--- config.mk ---
export PLATFORM = sky130hd
export DESIGN_NAME = fetch_unit
export DESIGN_NICKNAME = d
export VERILOG_FILES = /design/src/rtl/fetch_unit.sv
export SDC_FILE = /design/constraint.sdc
export NUM_CORES = 1
export LEC_CHECK = 0
export ABC_AREA = 0
export ABC_CLOCK_PERIOD_IN_PS = 1700
export BUFFER_PORTS_ARGS = -buffer_cell sky130_fd_sc_hd__buf_2
export CAP_MARGIN = 20
export CORE_ASPECT_RATIO = 2
export CORE_MARGIN = 4
export CORE_UTILIZATION = 47
export CTS_CLUSTER_DIAMETER = 30
export DETAILED_ROUTE_END_ITERATION = 6
export GPL_TIMING_DRIVEN = 0
export HOLD_SLACK_MARGIN = 0.02
export PLACE_DENSITY = 0.79
export RECOVER_POWER = 100
export SYNTH_ARGS = -nofsm -noshare
export SYNTH_HDL_FRONTEND = slang
export SYNTH_SLANG_ARGS = --single-unit
--- constraint.sdc ---
create_clock -name clock -period 1.7 [get_ports clock]
set_clock_uncertainty 0.1 [all_clocks]
set_input_delay 0.34 -clock clock [delete_from_list [all_inputs] [get_ports clock]]
set_output_delay 0.34 -clock clock [all_outputs]
set_load 0.02 [all_outputs]
--- src/rtl/fetch_unit.sv ---
// rtl/fetch_unit.sv - instruction fetch stage: imem req/ack, IF/ID register, stall/flush/timeout handling
module fetch_unit #(
    parameter logic [31:0] RESET_PC       = 32'h0100_0000,
    parameter logic [31:0] NOP_INSTR      = 32'h0000_0013,
    parameter int          TIMEOUT_CYCLES = 64
) (
    input  logic        clock,
    input  logic        reset,
    input  logic [31:0] pc,
    output logic        fetch_stall,
    output logic        imem_req,
    output logic [31:0] imem_addr,
    input  logic        imem_ack,
    input  logic [31:0] imem_rdata,
    input  logic        id_stall,
    input  logic        flush,
    output logic [31:0] id_pc,
    output logic [31:0] id_instr,
    output logic        id_valid,
    output logic        fetch_fault
);

    localparam int CW = $clog2(TIMEOUT_CYCLES + 1);
    localparam logic [CW-1:0] WAIT_LIMIT = CW'(TIMEOUT_CYCLES - 1);

    typedef enum logic [2:0] {IDLE, REQ, HOLD, DROP, FAULT} state_t;

    state_t        state, state_next;
    logic [31:0]   buffer, req_addr;
    logic [CW-1:0] wait_cnt;
    logic          load_buffer, latch_addr, if_write, counting;
    logic [31:0]   write_instr;

    assign fetch_fault = (state == FAULT);

    always_comb begin
        state_next  = state;
        fetch_stall = 1'b1;
        imem_req    = 1'b0;
        imem_addr   = 32'h0;
        load_buffer = 1'b0;
        latch_addr  = 1'b0;
        if_write    = 1'b0;
        write_instr = buffer;
        counting    = 1'b0;
        case (state)
            IDLE: state_next = REQ;
            REQ: begin
                if (pc[1:0] != 2'b00) begin
                    state_next = FAULT;
                end else begin
                    imem_req  = 1'b1;
                    imem_addr = pc;
                    if (imem_ack) begin
                        if (flush) begin
                            fetch_stall = 1'b0;
                        end else if (id_stall) begin
                            load_buffer = 1'b1;
                            state_next  = HOLD;
                        end else begin
                            fetch_stall = 1'b0;
                            if_write    = 1'b1;
                            write_instr = imem_rdata;
                        end
                    end else if (flush) begin
                        // Request cannot be withdrawn: finish it in DROP while the PC moves on
                        fetch_stall = 1'b0;
                        latch_addr  = 1'b1;
                        state_next  = DROP;
                    end else begin
                        counting = 1'b1;
                        if (wait_cnt == WAIT_LIMIT) state_next = FAULT;
                    end
                end
            end
            HOLD: begin
                if (flush) begin
                    fetch_stall = 1'b0;
                    state_next  = REQ;
                end else if (!id_stall) begin
                    fetch_stall = 1'b0;
                    if_write    = 1'b1;
                    state_next  = REQ;
                end
            end
            DROP: begin
                imem_req    = 1'b1;
                imem_addr   = req_addr;
                fetch_stall = !flush;
                if (imem_ack) begin
                    state_next = REQ;
                end else begin
                    counting = 1'b1;
                    if (wait_cnt == WAIT_LIMIT) state_next = FAULT;
                end
            end
            FAULT: ;
            default: state_next = IDLE;
        endcase
    end

    always_ff @(posedge clock) begin
        if (reset) begin
            state    <= IDLE;
            buffer   <= 32'h0;
            req_addr <= 32'h0;
            wait_cnt <= '0;
            id_pc    <= RESET_PC;
            id_instr <= NOP_INSTR;
            id_valid <= 1'b0;
        end else begin
            state <= state_next;
            if (load_buffer) buffer <= imem_rdata;
            if (latch_addr) req_addr <= pc;
            wait_cnt <= (counting && state_next == state) ? wait_cnt + 1'b1 : '0;
            if (flush && state != FAULT) begin
                id_instr <= NOP_INSTR;
                id_valid <= 1'b0;
            end else if (!id_stall) begin
                if (if_write) begin
                    id_pc    <= pc;
                    id_instr <= write_instr;
                    id_valid <= 1'b1;
                end else begin
                    id_instr <= NOP_INSTR;
                    id_valid <= 1'b0;
                end
            end
        end
    end

endmodule

==> run metrics, run 1 <==
Worst-Skew Late Latency=0.41 ns; initial antenna violation count=2; share of the synthesized area in the top cell type=46.7%; clock share of power=48.1%; number of distinct library cells after synthesis=45; final design instance area without fill=9560 um^2; num rows=58; Die Y=167 um; fmax=0.437 GHz; # clock sinks=139; EDFF count, synth=0; kind of critical path=flip-flop to output pin; PD cells=870 nW/um^2; Tightest Hold Check Type=primary input to flip-flop; Reg area=2790 um^2; Layout area overhead=60.4%; global-route wire length before repair=29000 um; Synth Register Bits=139; Max Cap Violations=0; Synth Warn #=0; final setup margin=-0.589 ns; via count=5775; P_leak=4.05 nW; H-tree depth=4; sequential share of power=39.7%; nets@finish=930; Avg Cell Area, Syn=9.55 um^2; Synth area leader=dfxtp_1; Critical Path Sink Type=output pin; startpoint types=flip-flop; Final Hold Fails=0; clk slew on worst S/H paths=0.06 ns; top post-synthesis cells by area=dfxtp_1 (47%), mux2i_1 (15%), nand2b_1 (6.8%); largest net degree at the start of global routing=17; worst slew pin tran=0.825 ns; fin crit period=2.29 ns; Post-DRT Antenna Nets=0; Req. time, crit path=1.26 ns; # IOs=169; Synth Instances=624; Int Pwr=6.24 mW; ys flop type=dfxtp_1; Setup-failing EPs final=171; placer's final routability congestion estimate=0.821; max_slew headroom=44.6%; Layout fillers=770; Avg WL per Cell=21.0 um; sequential element share of the synthesized area=46.7%; total gr overflow=0; commonest cells after routing, fill and taps aside=dfxtp_1 (137), mux2i_1 (86), clkbuf_1 (75); status=finished with violations; failing checks=setup timing; sw frac=25.0%; die footprint=14700 um^2; CP Data Arrival Time=1.85 ns; commonest non-fill, non-tap cell in the layout=dfxtp_1; VDD IR max=1400 uV; Period Utilization, post-route=135%; DRC Markers=0; ys async rst share=0%; total global-route track usage=24.9%; Initial Utilization=47.8%; Psw=2.08 mW; fin. max-slew vios=0; CTS Buffer Depth=2; CTS tree=done; Detailed Route WL=21500 um; worst-path fanout max=5; drt pass-1 iters=5; DR vias/cell=5.64; share of cells above drive strength 1=38.2%; Root Buffer=clkbuf_16; CORE AREA=12500 um^2; Syn Nets=694; area taken by multi-input logic gates=3610 um^2; Initial DRC Count=255; RSZ-0062 raised after global routing=yes; die width=87.6 um; Tot Pwr=8.32 mW; Gate power share=12.2%; Mapped Area=5960 um^2; placed cell area=7330 um^2; Num CTS Buffers=17; PortBufs=164; hpwl dp=12300 um; vias in the first global route=5868
## metal layers
metal / routed length [um] / vias to the layer above / GRT usage (%)
li1: - / 2648 / -
met1: 7070 / 2817 / 25.0
met2: 12300 / 240 / 45.9
met3: 1230 / 70 / 6.45
met4: 952 / 0 / 11.6
met5: 0 / - / 0
## synth_stat cells, types with 2 or more instances
cell type  instances
nor2b_1            5
a22o_1            30
xor2_1             2
o2bb2ai_1         29
a21oi_1           37
inv_1              7
and3_1             2
nor3b_1            3
a22oi_1            4
buf_6              3
o22ai_1            4
nand4_1            2
buf_4              4
and4_1             2
clkbuf_1          29
nand3_1            7
and3b_1            2
nor3_1             5
mux2i_1           91
nand2_1           72
o21ai_0            4
xnor2_1            2
nor2_1            39
buf_2             16
dfxtp_1          139
nand2b_1          65
## repair_timing
action / in CTS / in global routing
setup endpoints to repair: 166 / 170
gates cloned: 5 / 11
pin swaps: 2 / 63
buffers inserted: 22 / 22
hold buffers: 0 / 0
gates resized for setup: 117 / 160
## kinds of logic (layout without fill, tap and decap cells)
logic type / count (synthesis) / after routing / share of synthesized area, %
and+or+nand+nor: 213 / 213 / 18.3
xor gates and xnor gates: 4 / 4 / 0.588
DFF: 139 / 139 / 46.7
muxes: 91 / 91 / 15.3
buffers and inverters: 59 / 307 / 4.68
adders and majority gates: 1 / 1 / 0.210
other: 0 / 2 / 0
AOI/OAI and AO/OA: 117 / 117 / 14.3
## metrics by stage
stage | utilization (%) | setup TNS, ns | hold slack, ns | setup WS, ns | instances
floorplan | - | -7.84 | 0.332 | -0.131 | 624
global placement | 58.8 | -74.37 | 0.337 | -0.727 | 938
detailed placement | 58.8 | -78.32 | 0.341 | -0.704 | 938
CTS | 69.8 | -32.99 | 0.0724 | -0.550 | 993
global route | 76.6 | -56.43 | 0.0815 | -0.615 | 1024
finish | 76.6 | -48.14 | 0.0771 | -0.589 | 1024
## power groups by stage
stage               sequential (mW)  clock, mW  combinational, mW
CTS                            3.30       3.98              0.816
global route                   3.31       4.15               1.06
global placement               3.37          0              0.643
finish                         3.30       4.00               1.01
detailed placement             3.37          0              0.657
floorplan                      3.38          0              0.410
## critical path: stages, from the launching register on
cell and delay [ns]:
dfxtp_4 0.35, or3_4 0.36, nor2_4 0.15, buf_6 0.16
clkbuf_16 0.16, a22o_4 0.14, buf_6 0.11
## state kept, by name, indices dropped and copies added, names as in the netlist
name      flops
wait_cnt      7
id_instr     32
id_pc        32
req_addr     32
state         3
id_valid      1
buffer       32
## path summary, 6_finish.rpt
path | from | to | slack [ns] | cells after the start
max reg2reg | state[1] | req_addr[20] | -0.50 | 7
min reg2reg | buffer[6] | buffer[6] | 0.36 | 2
min | imem_rdata[30] | buffer[30] | 0.08 | 3
max | state[1] | imem_addr[24] | -0.59 | 6
## layout make-up
| class | count | share of cell area [%] |
|---|---|---|
| antenna | 2 | 0.0523 |
| tap | 150 | 1.96 |
| clock buffer | 18 | 4.49 |
| inverter | 7 | 0.275 |
| timing repair buffer | 222 | 18.7 |
| buffer | 47 | 5.60 |
| sequential | 139 | 29.2 |
| clock inverter | 13 | 2.00 |
| multi-input combinational | 426 | 37.8 |
Note: power is estimated with default switching activity, not from simulation.
==> inputs of run 2 (changes only) <==
--- a/config.mk
+++ b/config.mk
@@ -16,7 +16,7 @@
 export DETAILED_ROUTE_END_ITERATION = 6
 export GPL_TIMING_DRIVEN = 0
 export HOLD_SLACK_MARGIN = 0.02
-export PLACE_DENSITY = 0.79
+export PLACE_DENSITY = 0.76
 export RECOVER_POWER = 100
 export SYNTH_ARGS = -nofsm -noshare
 export SYNTH_HDL_FRONTEND = slang
==> run metrics, run 2 (same netlist as run 1, synthesis figures left out) <==
setup TNS=-64.93 ns; RSZ-0062 raised after global routing=yes; CORE AREA=12500 um^2; Setup-failing EPs final=172; DRC Markers=0; drt pass-1 iters=7; failing checks=setup timing; CTS Buffer Depth=2; # IOs=169; Die Y=167 um; sw frac=24.5%; Initial Utilization=47.8%; worst-path fanout max=5; final core occ=81.5%; final setup margin=-0.604 ns; Final Hold Fails=0; clock share of power=49.3%; placer's final routability congestion estimate=0.901; Psw=2.14 mW; commonest cells after routing, fill and taps aside=dfxtp_1 (137), mux2i_1 (79), clkbuf_1 (76); CP Data Arrival Time=2.48 ns; share of cells above drive strength 1=47.6%; Req. time, crit path=1.88 ns; max_slew headroom=28.5%; total gr overflow=0; startpoint types=flip-flop; Layout fillers=697; Gate power share=12.8%; commonest non-fill, non-tap cell in the layout=dfxtp_1; Initial DRC Count=275; final design instance area without fill=10200 um^2; vias in the first global route=6300; worst slew pin tran=1.06 ns; P_leak=4.26 nW; clk slew on worst S/H paths=0.06 ns; kind of critical path=flip-flop to flip-flop; Layout area overhead=70.7%; num rows=58; nets@finish=939; global-route wire length before repair=32100 um; CTS tree=done; sequential share of power=37.9%; Period Utilization, post-route=136%; largest net degree at the start of global routing=17; die width=87.6 um; placed cell area=7330 um^2; DR vias/cell=5.86; Tightest Hold Check Type=primary input to flip-flop; PD cells=858 nW/um^2; Detailed Route WL=23900 um; fin crit period=2.30 ns; Max Cap Violations=0; Place WS=-0.748 ns; status=finished with violations; total global-route track usage=28.0%; # clock sinks=139; Avg WL per Cell=23.1 um; VDD IR max=806 uV; H-tree depth=4; Worst-Skew Late Latency=0.41 ns; die footprint=14700 um^2; Int Pwr=6.59 mW; via count=6049; Critical Path Sink Type=flip-flop; Post-DRT Antenna Nets=0; Num CTS Buffers=17; initial antenna violation count=1; hpwl dp=12400 um; Root Buffer=clkbuf_16; fmax=0.434 GHz; PortBufs=164; fin. max-slew vios=0
==> run 2: cell types whose count changed in the layout (fill, tap and decap cells not counted), moves of 7 or more <==
cell       change
o2bb2ai_1     -12
o2bb2ai_2     +13
nand2_1       -38
nand2_4       +20
a21oi_1       -16
a21oi_2       +16
mux2i_1        -7
nand2_2       +18
buf_12         +7
==> run 2: final timing paths <==
kind                                      from      endpoint  slack, ns  depth (start not counted)
worst min register to register     wait_cnt[0]   wait_cnt[0]       0.36                          1
worst max-delay path                  state[1]  req_addr[15]      -0.60                          8
worst max register to register        state[1]  req_addr[15]      -0.60                          8
worst min-delay path            imem_rdata[17]    buffer[17]       0.09                          3
==> run 2: repair_timing <==
action                                  4_1_cts  5_1_grt
pin swaps                                    15       88
buffers inserted                             35       22
hold buffers                                  0        0
endpoints found under the setup margin      166      171
gates resized for setup                     177      218
cloned                                       15        4
==> run 2: final cells by class <==
| type | instances | area [um^2] | share of cell area [%] |
|---|---|---|---|
| clock inverter | 13 | 239 | 2.35 |
| clock buffer | 18 | 429 | 4.22 |
| inverter | 7 | 30.0 | 0.295 |
| timing repair buffer | 232 | 1910 | 18.7 |
| tap | 150 | 188 | 1.84 |
| antenna | 1 | 2.50 | 0.0246 |
| sequential | 139 | 2790 | 27.4 |
| multi-input combinational | 426 | 4030 | 39.6 |
| buffer | 46 | 563 | 5.53 |
==> run 2: power groups by stage <==
stage	logic, mW	clock network (mW)	registers (mW)
finish	1.12	4.30	3.31
global route	1.17	4.46	3.31
CTS	0.913	4.29	3.30
detailed placement	0.657	0	3.37
global placement	0.640	0	3.37
floorplan	0.410	0	3.38
==> run 2: critical path, cell delays in order (launching register included) <==
cell and delay (ns):
dfxtp_4 0.34, or3_4 0.35, buf_4 0.15, buf_6 0.12
or4_4 0.48, buf_12 0.18, buf_12 0.14, mux2i_1 0.21
nor2_1 0.08
==> run 2: stage by stage <==
| step | total power [mW] | cells | hold slack, ns |
|---|---|---|---|
| 4_1_cts | 8.50 | 1016 | 0.0675 |
| 3_3_place_gp | 4.01 | 938 | 0.338 |
| 5_1_grt | 8.94 | 1032 | 0.0885 |
| 3_5_place_dp | 4.03 | 938 | 0.342 |
| 2_1_floorplan | 3.79 | 624 | 0.332 |
| 6_report | 8.73 | 1032 | 0.0851 |
==> run 2: routing by layer <==
metal  GRT usage [%]  up-vias  share of wire, %
met3            6.45      108               5.8
li1                -     2677                 -
met4            13.8        0               5.5
met2            53.5      300                57
met1            26.4     2964                32
met5               0        -                 0
